**config.mk**
```make
export PLATFORM = sky130hd
export DESIGN_NAME = mc_controller_flat
export DESIGN_NICKNAME = d
export VERILOG_FILES = /design/src/rtl/mc_controller_if.sv /design/src/rtl/mc_controller.sv /design/src/flat_wrapper.sv
export SDC_FILE = /design/constraint.sdc
export NUM_CORES = 1
export LEC_CHECK = 0
export BUFFER_PORTS_ARGS = -buffer_cell sky130_fd_sc_hd__clkbuf_2
export CAP_MARGIN = 25
export CORE_AREA = 2 2 45 43
export DETAILED_ROUTE_END_ITERATION = 16
export DIE_AREA = 0 0 47 45
export PLACE_DENSITY = 0.72
export SETUP_SLACK_MARGIN = 0.2
export SLEW_MARGIN = 20
export SYNTH_ARGS = -nofsm -noshare
export SYNTH_HDL_FRONTEND = slang
export SYNTH_SLANG_ARGS = --single-unit
export TNS_END_PERCENT = 5
```
**constraint.sdc**
```tcl
create_clock -name clk -period 1.5 [get_ports clk]
set_input_delay 0.3 -clock clk [delete_from_list [all_inputs] [get_ports clk]]
set_output_delay 0.3 -clock clk [all_outputs]
set_load 0.03 [all_outputs]
```
**src/rtl/mc_controller_if.sv**
```systemverilog
// -----------------------------------------------------------------------------
// mc_controller_if
// Bundles the instruction fields and status coming from the multicycle MIPS
// datapath together with every control line the main controller drives back.
//
// Signals:
//   op, funct, zero      datapath -> controller (instr[31:26], instr[5:0], ALU zero)
//   pcen, iord, irwrite, memwrite, memtoreg, res_zeroextimm, regdst, regwrite,
//   alusrca, alusrcb, pcsrc, alucontrol, illegal, state
//                        controller -> datapath (selects, enables, debug state)
//
// Modports:
//   master : datapath side (drives op/funct/zero, consumes control)
//   slave  : controller side (consumes op/funct/zero, drives control)
// -----------------------------------------------------------------------------
interface mc_controller_if;
  logic [5:0] op;
  logic [5:0] funct;
  logic       zero;
  logic       pcen;
  logic       iord;
  logic       irwrite;
  logic       memwrite;
  logic       memtoreg;
  logic       res_zeroextimm;
  logic       regdst;
  logic       regwrite;
  logic       alusrca;
  logic [1:0] alusrcb;
  logic [1:0] pcsrc;
  logic [3:0] alucontrol;
  logic       illegal;
  logic [3:0] state;

  modport master (
    output op, funct, zero,
    input  pcen, iord, irwrite, memwrite, memtoreg, res_zeroextimm, regdst,
           regwrite, alusrca, alusrcb, pcsrc, alucontrol, illegal, state
  );

  modport slave (
    input  op, funct, zero,
    output pcen, iord, irwrite, memwrite, memtoreg, res_zeroextimm, regdst,
           regwrite, alusrca, alusrcb, pcsrc, alucontrol, illegal, state
  );
endinterface

```
**src/rtl/mc_controller.sv**
```systemverilog
// -----------------------------------------------------------------------------
// mc_controller
// Main controller of the multicycle MIPS datapath: a Moore FSM stepping each
// instruction through FETCH/DECODE/EXECUTE/MEM/WRITEBACK (3 to 5 cycles) plus
// the ALU decoder that turns funct into the 4-bit alucontrol.
//
// Ports:
//   clk    system clock
//   reset  asynchronous, active-high; forces FETCH and holds the write-type
//          enables (pcen, irwrite, memwrite, regwrite, illegal) at 0
//   bus    mc_controller_if.slave: op/funct/zero in, control lines and debug
//          state out
//
// Parameter:
//   RESET_STATE  state entered on reset (FETCH encoding)
//
// Build option:
//   MC_CTRL_ILLEGAL_TRAP_EN  when defined, an unknown opcode goes to ILLEGAL
//   and raises illegal for one cycle; otherwise it retires as a 2-cycle NOP
//   and illegal is tied to 0.
// -----------------------------------------------------------------------------
module mc_controller #(
  parameter logic [3:0] RESET_STATE = 4'd0
) (
  input  logic            clk,
  input  logic            reset,
  mc_controller_if.slave  bus
);

  localparam logic [3:0] S_FETCH   = 4'd0;
  localparam logic [3:0] S_DECODE  = 4'd1;
  localparam logic [3:0] S_MEMADR  = 4'd2;
  localparam logic [3:0] S_MEMRD   = 4'd3;
  localparam logic [3:0] S_MEMWB   = 4'd4;
  localparam logic [3:0] S_MEMWR   = 4'd5;
  localparam logic [3:0] S_RTYPEEX = 4'd6;
  localparam logic [3:0] S_RTYPEWB = 4'd7;
  localparam logic [3:0] S_BEQEX   = 4'd8;
  localparam logic [3:0] S_ADDIEX  = 4'd9;
  localparam logic [3:0] S_ADDIWB  = 4'd10;
  localparam logic [3:0] S_JEX     = 4'd11;
  localparam logic [3:0] S_LIWB    = 4'd12;
  localparam logic [3:0] S_ILLEGAL = 4'd13;

  localparam logic [5:0] OP_R    = 6'b000000;
  localparam logic [5:0] OP_LW   = 6'b100011;
  localparam logic [5:0] OP_SW   = 6'b101011;
  localparam logic [5:0] OP_BEQ  = 6'b000100;
  localparam logic [5:0] OP_ADDI = 6'b001000;
  localparam logic [5:0] OP_J    = 6'b000010;
  localparam logic [5:0] OP_LI   = 6'b001111;

  localparam logic [3:0] ALU_AND = 4'b0000;
  localparam logic [3:0] ALU_OR  = 4'b0001;
  localparam logic [3:0] ALU_ADD = 4'b0010;
  localparam logic [3:0] ALU_SUB = 4'b0110;
  localparam logic [3:0] ALU_SLT = 4'b0111;
  localparam logic [3:0] ALU_SLL = 4'b1000;

  logic [3:0] r_state;
  logic [3:0] w_next;
  logic       w_pcwrite;
  logic       w_branch;
  logic       w_iord;
  logic       w_irwrite;
  logic       w_memwrite;
  logic       w_memtoreg;
  logic       w_zeroext;
  logic       w_regdst;
  logic       w_regwrite;
  logic       w_alusrca;
  logic [1:0] w_alusrcb;
  logic [1:0] w_pcsrc;
  logic [3:0] w_alucontrol;
  logic       w_illegal;

  // R-type funct decode; unknown functs fall back to ADD so the instruction
  // still retires normally.
  function automatic logic [3:0] alu_decode(input logic [5:0] funct);
    case (funct)
      6'b100000: alu_decode = ALU_ADD;
      6'b100010: alu_decode = ALU_SUB;
      6'b100100: alu_decode = ALU_AND;
      6'b100101: alu_decode = ALU_OR;
      6'b101010: alu_decode = ALU_SLT;
      6'b000000: alu_decode = ALU_SLL;
      default:   alu_decode = ALU_ADD;
    endcase
  endfunction

  // State register.
  always_ff @(posedge clk or posedge reset) begin
    if (reset) begin
      r_state <= RESET_STATE;
    end else begin
      r_state <= w_next;
    end
  end

  // Next-state logic.
  always_comb begin
    w_next = S_FETCH;
    case (r_state)
      S_FETCH:  w_next = S_DECODE;
      S_DECODE: begin
        case (bus.op)
          OP_LW, OP_SW: w_next = S_MEMADR;
          OP_R:         w_next = S_RTYPEEX;
          OP_BEQ:       w_next = S_BEQEX;
          OP_ADDI:      w_next = S_ADDIEX;
          OP_J:         w_next = S_JEX;
          OP_LI:        w_next = S_LIWB;
`ifdef MC_CTRL_ILLEGAL_TRAP_EN
          default:      w_next = S_ILLEGAL;
`else
          default:      w_next = S_FETCH;
`endif
        endcase
      end
      S_MEMADR: begin
        if (bus.op == OP_SW) begin
          w_next = S_MEMWR;
        end else begin
          w_next = S_MEMRD;
        end
      end
      S_MEMRD:   w_next = S_MEMWB;
      S_RTYPEEX: w_next = S_RTYPEWB;
      S_ADDIEX:  w_next = S_ADDIWB;
      default:   w_next = S_FETCH;
    endcase
  end

  // Moore control decode from the current state.
  always_comb begin
    w_pcwrite    = 1'b0;
    w_branch     = 1'b0;
    w_iord       = 1'b0;
    w_irwrite    = 1'b0;
    w_memwrite   = 1'b0;
    w_memtoreg   = 1'b0;
    w_zeroext    = 1'b0;
    w_regdst     = 1'b0;
    w_regwrite   = 1'b0;
    w_alusrca    = 1'b0;
    w_alusrcb    = 2'b00;
    w_pcsrc      = 2'b00;
    w_alucontrol = ALU_ADD;
    w_illegal    = 1'b0;
    case (r_state)
      S_FETCH: begin
        w_irwrite = 1'b1;
        w_alusrcb = 2'b01;
        w_pcwrite = 1'b1;
      end
      S_DECODE:  w_alusrcb = 2'b11;
      S_MEMADR: begin
        w_alusrca = 1'b1;
        w_alusrcb = 2'b10;
      end
      S_MEMRD:   w_iord = 1'b1;
      S_MEMWB: begin
        w_memtoreg = 1'b1;
        w_regwrite = 1'b1;
      end
      S_MEMWR: begin
        w_iord     = 1'b1;
        w_memwrite = 1'b1;
      end
      S_RTYPEEX: begin
        w_alusrca    = 1'b1;
        w_alucontrol = alu_decode(bus.funct);
      end
      S_RTYPEWB: begin
        w_regdst   = 1'b1;
        w_regwrite = 1'b1;
      end
      S_BEQEX: begin
        w_alusrca    = 1'b1;
        w_alucontrol = ALU_SUB;
        w_pcsrc      = 2'b01;
        w_branch     = 1'b1;
      end
      S_ADDIEX: begin
        w_alusrca = 1'b1;
        w_alusrcb = 2'b10;
      end
      S_ADDIWB:  w_regwrite = 1'b1;
      S_JEX: begin
        w_pcsrc   = 2'b10;
        w_pcwrite = 1'b1;
      end
      S_LIWB: begin
        w_zeroext  = 1'b1;
        w_regwrite = 1'b1;
      end
      S_ILLEGAL: begin
`ifdef MC_CTRL_ILLEGAL_TRAP_EN
        w_illegal = 1'b1;
`else
        w_illegal = 1'b0;
`endif
      end
      default: w_illegal = 1'b0;
    endcase
  end

  // Write-type enables are masked by reset so an aborted instruction cannot
  // commit anything while reset is high.
  assign bus.pcen           = ~reset & (w_pcwrite | (w_branch & bus.zero));
  assign bus.irwrite        = ~reset & w_irwrite;
  assign bus.memwrite       = ~reset & w_memwrite;
  assign bus.regwrite       = ~reset & w_regwrite;
  assign bus.illegal        = ~reset & w_illegal;
  assign bus.iord           = w_iord;
  assign bus.memtoreg       = w_memtoreg;
  assign bus.res_zeroextimm = w_zeroext;
  assign bus.regdst         = w_regdst;
  assign bus.alusrca        = w_alusrca;
  assign bus.alusrcb        = w_alusrcb;
  assign bus.pcsrc          = w_pcsrc;
  assign bus.alucontrol     = w_alucontrol;
  assign bus.state          = r_state;

endmodule

```
**src/flat_wrapper.sv**
```systemverilog
// flat-port wrapper written by rule: the top's interface ports become plain ports
module mc_controller_flat 
#(
  parameter logic [3:0] RESET_STATE = 4'd0
)
  (clk, reset, bus_op, bus_funct, bus_zero, bus_pcen, bus_iord, bus_irwrite, bus_memwrite, bus_memtoreg, bus_res_zeroextimm, bus_regdst, bus_regwrite, bus_alusrca, bus_alusrcb, bus_pcsrc, bus_alucontrol, bus_illegal, bus_state);
  mc_controller_if bus_i ();
  input  logic clk;
  input  logic reset;
  input wire logic [$bits(bus_i.op)-1:0] bus_op;
  input wire logic [$bits(bus_i.funct)-1:0] bus_funct;
  input wire logic [$bits(bus_i.zero)-1:0] bus_zero;
  output wire logic [$bits(bus_i.pcen)-1:0] bus_pcen;
  output wire logic [$bits(bus_i.iord)-1:0] bus_iord;
  output wire logic [$bits(bus_i.irwrite)-1:0] bus_irwrite;
  output wire logic [$bits(bus_i.memwrite)-1:0] bus_memwrite;
  output wire logic [$bits(bus_i.memtoreg)-1:0] bus_memtoreg;
  output wire logic [$bits(bus_i.res_zeroextimm)-1:0] bus_res_zeroextimm;
  output wire logic [$bits(bus_i.regdst)-1:0] bus_regdst;
  output wire logic [$bits(bus_i.regwrite)-1:0] bus_regwrite;
  output wire logic [$bits(bus_i.alusrca)-1:0] bus_alusrca;
  output wire logic [$bits(bus_i.alusrcb)-1:0] bus_alusrcb;
  output wire logic [$bits(bus_i.pcsrc)-1:0] bus_pcsrc;
  output wire logic [$bits(bus_i.alucontrol)-1:0] bus_alucontrol;
  output wire logic [$bits(bus_i.illegal)-1:0] bus_illegal;
  output wire logic [$bits(bus_i.state)-1:0] bus_state;
  assign bus_i.op = bus_op;
  assign bus_i.funct = bus_funct;
  assign bus_i.zero = bus_zero;
  assign bus_pcen = bus_i.pcen;
  assign bus_iord = bus_i.iord;
  assign bus_irwrite = bus_i.irwrite;
  assign bus_memwrite = bus_i.memwrite;
  assign bus_memtoreg = bus_i.memtoreg;
  assign bus_res_zeroextimm = bus_i.res_zeroextimm;
  assign bus_regdst = bus_i.regdst;
  assign bus_regwrite = bus_i.regwrite;
  assign bus_alusrca = bus_i.alusrca;
  assign bus_alusrcb = bus_i.alusrcb;
  assign bus_pcsrc = bus_i.pcsrc;
  assign bus_alucontrol = bus_i.alucontrol;
  assign bus_illegal = bus_i.illegal;
  assign bus_state = bus_i.state;
  mc_controller #(.RESET_STATE(RESET_STATE)) u_core (.clk(clk), .reset(reset), .bus(bus_i));
endmodule
```
## Word-level counts from Yosys, hierarchy flattened

Cells that the tools add are included.
Widths: inputs -> output; s select.

- Reductions and logical operators: 9
- Bitwise operators: 7
- Div/mod/pow operators: 0
- $mul: 0
- $lt $le $gt $ge: 0
- Shifts and indexed selects: 0
- $add $sub $neg: 0
- Multiplexer cells: 17
- Equality and inequality tests: 22

Operators by type and width:

| cell | number |
|---|---|
| $pmux 4 s6 | 2 |
| $eq 6x6->1 const B | 6 |
| $eq 4x4->1 const B | 5 |
| $pmux 4 s5 | 1 |
| $eq 4x3->1 const B | 4 |
| $eq 6x4->1 const B | 2 |
| $logic_not 6->1 | 2 |
| $mux 1 | 10 |
| $eq 4x2->1 const B | 2 |
| $pmux 4 s2 | 1 |
| $reduce_or 2->1 | 4 |
| $reduce_or 4->1 | 2 |
| $eq 6x2->1 const B | 1 |
| $eq 6x3->1 const B | 1 |
| $pmux 2 s3 | 1 |
| $and 1x1->1 | 5 |
| $eq 4x1->1 const B | 1 |
| $logic_not 4->1 | 1 |
| $pmux 2 s2 | 1 |
| $mux 3 | 1 |
| $not 1->1 | 1 |
| $or 1x1->1 | 1 |

- Latch bits: 0
- RAM bits: 0
- Memories kept: 0
- Bits of input ports: 15
- Memory bits (read-only): 0
- Word-level logic and storage cells: 56
- Output and inout port bits: 22
- Register bits: 4

## Depth between registers and ports, before layout

- Depth in word-level cells: 5
- Depth in mapped cells: 5
- Mapped depth without buffers: 3

## Worst setup path after synthesis

OpenSTA, ideal clock, no wires.

- Kind: flip-flop to output port
- Start point: register u_core.r_state[0], in the netlist u_core.bus.state[0]
- End point: output port bus_pcen
- Buffers on the path: 1
- Slack: -0.497 ns
- Arrival time: 1.697 ns
- Stages on the path, launching flop included: 5
- Required time: 1.200 ns
- Cell sequence: dfrtp_1 > buf_6 > nor2_1 > o21ai_0 > a211oi_1

- Cells in the longest elaborated chain, start to end: 5
- Elaborated cells between the ends (all ways): 9
- Classes of those cells: 2 x eq/ne; 2 x mux; 3 x bitwise; 2 x reduce/logical

Ends and longest elaborated chain:

| what | line | source |
|---|---|---|
| start: declaration | mc_controller.sv:60 | `logic [3:0] r_state;` |
| start signal: assignment | mc_controller.sv:96 | `r_state <= w_next;` |
| $eq 4x4->1 or $logic_not 4->1 (tied branches) | mc_controller.sv:150 | `case (r_state)` |
| $reduce_or 2->1 (no line) or $mux 1 (tied branches) | - |  |
| $mux 1 or $and 1x1->1 (tied branches) | mc_controller.sv:150, mc_controller.sv:210 |  |
| $or 1x1->1 * | mc_controller.sv:210 | `assign bus.pcen = ~reset & (w_pcwrite \| (w_branch & bus.zero));` |
| $and 1x1->1 * | mc_controller.sv:210 |  |
| end: declaration | flat_wrapper.sv:13 | `output wire logic [$bits(bus_i.pcen)-1:0] bus_pcen;` |

Every way passes the cells marked *; elsewhere a longest branch is shown, timed or not.

## Worst setup path after layout

- Start point: register u_core.r_state[3], in the netlist u_core.bus.state[3]
- End point: output port bus_regwrite

- Cells in the longest elaborated chain, start to end: 4
- Elaborated cells between the ends (all ways): 7
- Classes of those cells: 4 x eq/ne; 1 x mux; 1 x bitwise; 1 x reduce/logical

Ends and longest elaborated chain:

| what | line | source |
|---|---|---|
| $eq 4x3->1 or $eq 4x4->1 (tied branches) | mc_controller.sv:150 |  |
| $reduce_or 4->1 (no line) * | - |  |
| $mux 1 * | mc_controller.sv:150 |  |
| $and 1x1->1 * | mc_controller.sv:213 | `assign bus.regwrite = ~reset & w_regwrite;` |
| end: declaration | flat_wrapper.sv:20 | `output wire logic [$bits(bus_i.regwrite)-1:0] bus_regwrite;` |

Marked as above.

==> results by stage <==
STA:
- Hold timing on the final database bottoms out at a slack of 139 ps.
- Setup repair after global routing could not meet its margin everywhere.
- Subtracting the final worst setup slack from the clock period gives 1710 ps.
- The max-slew violation count came to 0.
- The final-report hold violation count came to 0.
- The post-layout worst setup margin is -212 ps.
- Setup violations remaining at the end of the flow were counted as 17.
- Between clock sinks in the finished design, the worst skew comes to 0.0523 ps.
- The top achievable clock speed is 0.584 GHz.
- In the finished design, the share of the clock period the worst path needs comes to 114%.
- After routing, the total negative slack on setup checks comes to -2000 ps.

Worst setup path:
- The critical path's slowest cell is sky130_fd_sc_hd__dfrtp_2.
- The category of the worst setup path launch point is a register.
- Data on the critical path arrives at its endpoint at 1410 ps.
- The type of element capturing the critical path is an output port.
- On the worst path, the slowest cell contributes a delay of 430 ps.
- The worst setup path is of the register to output port kind.
- Measured in cells, the most critical reg-to-reg path has a length of 3.
- For flop-to-flop paths, the worst setup slack is 230 ps.
- The required time of the critical path is 1200 ps.
- The largest fanout of any net on the critical path is 5.
- Walking the worst path, the cells encountered are buf_4 > and3b_1 > o21ai_2 > a21oi_2 > clkbuf_8.

Global routing:
- The via count of the first global-routing pass was 800.
- The wire length of the first global-routing pass is 3390 um.
- Entering global routing, the biggest net connects 10 pins.
- The number of antenna violations at the first check in global routing is 0.
- The total routing resource utilization after global routing is 22.6%.
- Summed over all layers, the global routing overflow is 0.

Clocking:
- The buffer type at the clock tree root is sky130_fd_sc_hd__clkbuf_4.
- Buffers inserted to repair hold after CTS numbered 0.
- Clock-pin slew was measured on the worst setup and hold paths at 30 ps.
- The number of levels in the clock H-tree is 1.
- The number of clock sinks is 4.
- The maximum number of buffers from clock root to sink is 2.
- The clock insertion delay at the later pin of the skew report is 230 ps.
- The CTS tree is yes.
- The number of clock buffers added by TritonCTS is 3.

Floorplan:
- The die is 47 um wide.
- The standard-cell row count is 14.
- The I/O pin total is 37.
- The starting density of the core is 36.0%.
- In this run the vertical extent of the chip is 45 um.
- The floorplan step defined a die boundary enclosing 2120 sq um.
- After floorplanning, the core was sized to cover 1610 sq um.

Routing:
- Detailed routing inserted a total of 852 vias.
- In the final routed layout, each cell accounts on average for 14.0 um.
- After detailed routing, the number of vias per cell comes to 5.29.
- The detailed router finished its first iteration with 7 violations.
- The total wirelength of the detailed-routed design is 2250 um.
- For this run, design rule violations remaining after detail routing come to 0.
- The first-pass iteration count of the detailed router is 4.
- The number of nets with antenna violations after detailed routing is 0.

Yosys:
- The synthesized netlist devotes 4.53% of its cell area to XOR and XNOR gates.
- A synthesized cell averages 6.91 sq um.
- The compound-cell area share of the yosys netlist is 20.3%.
- The share of the synthesized area in the top cell type is 17.2%.
- The netlist uses 32 different library cells.
- The warning count from the yosys run is 0.
- Summed over all instances, the cell type with the most area after synthesis is sky130_fd_sc_hd__dfrtp_1.
- The cell count after synthesis came out at 84.
- By area, the combinational part of the netlist is dominated by simple AND/OR/NAND/NOR gates.
- Sorting the synthesized cells by area gives the leading types as sky130_fd_sc_hd__dfrtp_1, sky130_fd_sc_hd__nor3_1, sky130_fd_sc_hd__nor2_1.
- The share of cell area taken by muxes after synthesis is 0%.
- The post-synth net total is 99.
- The fraction of the yosys area taken by sequential cells is 17.2%.
- The synthesized flop and latch total is 4.
- Summing the areas of all fa, ha and maj instances in the mapped netlist gives 0% of the synthesized area.
- Of the total synthesized cell area, the portion taken by AND, OR, NAND and NOR gates is 45.9%.
- The area of the mapped netlist is 581 sq um.

Place:
- Timing analysis after detailed placement gives a worst setup slack of -55.9 ps.
- The total cell area at the placement stage is 1010 sq um.
- The instance count after placement with tap cells included is 156.
- The last weighted congestion value of the routability-driven placer is 0.736.
- During placement, the flow inserted port buffers numbering 35.
- Detailed placement ended at an HPWL of 1560 um.

Outcome:
- The checks that failed: negative setup slack.
- The run finished, with violations left.

Finish:
- Summing all flip-flop and latch instances after layout gives 105 sq um.
- The footprint of the multi-input gates is 556 sq um.
- The share of the core filled with cells in the final layout is 78.6%.
- The layout filler cell count is 113.
- The register with the most flip-flops in the layout has 4 of them.
- Cells with a size suffix above 1 make up 65.7% of the layout.
- The area growth from synthesis to final layout is 118%.
- The antenna diode count is 0.
- The finished layout holds 161 standard cells, fillers aside.
- At the end of the flow, the number of nets in the layout was 154.
- The total non-filler cell area in the finished layout is 1270 sq um.

Worst hold path:
- The type of the tightest min-delay check is primary input to asynchronous set/reset pin.

Power and ir drop:
- The switching share of power is 48.3%.
- The clock share of power is 6.7%.
- The power per cell area is 1490 nW/um^2.
- Per report_power, the sequential group accounts for 11.4% of the total.
- Summed over all cells, the static leakage comes to 0.556 nW.
- Summing internal, switching and leakage power gives 1.89 mW.
- The share of power burned in combinational logic is 81.9%.
- The maximum vdd drop is 0.000995 V.
- The internal power of the cells totals 0.976 mW.
- The net switching power figure is 0.911 mW.

Run:
- Across the run, the number of max-cap violations was 0.
[Yosys cell counts]
cell,n
sky130_fd_sc_hd__nor3_1,8
sky130_fd_sc_hd__nor2_1,9
sky130_fd_sc_hd__a311oi_1,1
sky130_fd_sc_hd__nand4_1,1
sky130_fd_sc_hd__nor4_1,1
sky130_fd_sc_hd__o211ai_1,3
sky130_fd_sc_hd__inv_1,4
sky130_fd_sc_hd__conb_1,1
sky130_fd_sc_hd__nand2_1,8
sky130_fd_sc_hd__nor2b_1,1
sky130_fd_sc_hd__a41o_1,1
sky130_fd_sc_hd__or3b_1,1
sky130_fd_sc_hd__a221oi_1,2
sky130_fd_sc_hd__and4_1,2
sky130_fd_sc_hd__and3_1,4
sky130_fd_sc_hd__nor3b_1,3
sky130_fd_sc_hd__buf_6,1
sky130_fd_sc_hd__nand3_1,5
sky130_fd_sc_hd__o21ai_0,2
sky130_fd_sc_hd__xor2_1,3
sky130_fd_sc_hd__and3b_1,1
sky130_fd_sc_hd__or2_2,1
sky130_fd_sc_hd__nor3b_2,1
sky130_fd_sc_hd__dfrtp_1,4
sky130_fd_sc_hd__buf_2,4
sky130_fd_sc_hd__a211oi_1,1
sky130_fd_sc_hd__o211ai_2,1
sky130_fd_sc_hd__a32oi_1,1
sky130_fd_sc_hd__a21oi_1,4
sky130_fd_sc_hd__clkbuf_2,1
sky130_fd_sc_hd__nand4b_1,2
sky130_fd_sc_hd__buf_4,2
[path summary, 6_finish.rpt]
| kind | from | to |
|---|---|---|
| max | u_core.bus.state[3] | bus_regwrite |
| min in group clk | bus_op[4] | u_core.bus.state[3] |
| min | reset | u_core.bus.state[2] |
| min reg2reg | u_core.bus.state[2] | u_core.bus.state[3] |
| max reg2reg | u_core.bus.state[3] | u_core.bus.state[1] |
| max in group asynchronous | reset | u_core.bus.state[1] |
[routing by layer]
metal | routed length [um] | GRT usage, % | vias up
met3 | 92 | 2.00 | 2
met1 | 854 | 22.0 | 401
met4 | 14 | 8.33 | 0
met5 | 0 | 0 | -
li1 | - | - | 417
met2 | 1290 | 46.6 | 32
[area by class of cell]
class,count,share of cell area [%]
Timing Repair Buffer,58,41.6
Clock buffer,3,1.78
Tap cell,24,2.37
Sequential cell,4,8.29
Inverter,4,2.17
Multi-Input combinational cell,68,43.8
[critical path, delay by kind of cell, from the launching register on]
family / cells / cell delay (ps)
and+or+nand+nor: 1 / 220
buffers and inverters: 2 / 330
AOI/OAI and AO/OA: 2 / 200
DFF: 1 / 430
[layout by cell type (no fill, tap or decap), types with 4 or more instances in the layout]
| master | netlist | final |
|---|---|---|
| sky130_fd_sc_hd__buf_6 | 1 | 5 |
| sky130_fd_sc_hd__clkbuf_2 | 1 | 15 |
| sky130_fd_sc_hd__nor2_1 | 9 | 5 |
| sky130_fd_sc_hd__and3_1 | 4 | 4 |
| sky130_fd_sc_hd__clkbuf_4 | 0 | 4 |
| sky130_fd_sc_hd__nand3_1 | 5 | 5 |
| sky130_fd_sc_hd__dfrtp_2 | 0 | 4 |
| sky130_fd_sc_hd__buf_4 | 2 | 20 |
| sky130_fd_sc_hd__nand2_1 | 8 | 5 |
| sky130_fd_sc_hd__buf_8 | 0 | 5 |
| sky130_fd_sc_hd__clkbuf_8 | 0 | 10 |
[kinds of logic after synthesis]
| kind of cell | after synthesis |
|---|---|
| other cells | 1 |
| compound gates | 16 |
| xor+xnor | 3 |
| simple gates | 48 |
| buf+inv | 12 |
| flops | 4 |
[power by group through the flow]
| stage | Clock [mW] | Combinational, mW | Sequential [mW] |
|---|---|---|---|
| after floorplan | 0 | 0.771 | 0.247 |
| after global placement | 0 | 1.18 | 0.206 |
| after detailed placement | 0 | 1.20 | 0.208 |
| after CTS | 0.133 | 1.41 | 0.217 |
| after global routing | 0.139 | 1.62 | 0.223 |
| final | 0.126 | 1.55 | 0.215 |
[what timing repair did]
item | 4_1_cts | 5_1_grt
buffers inserted | 0 | 2
endpoints found under the setup margin | 19 | 23
pin swaps | 3 | 4
gates resized for setup | 43 | 23
(Power assumes the default switching activity.)
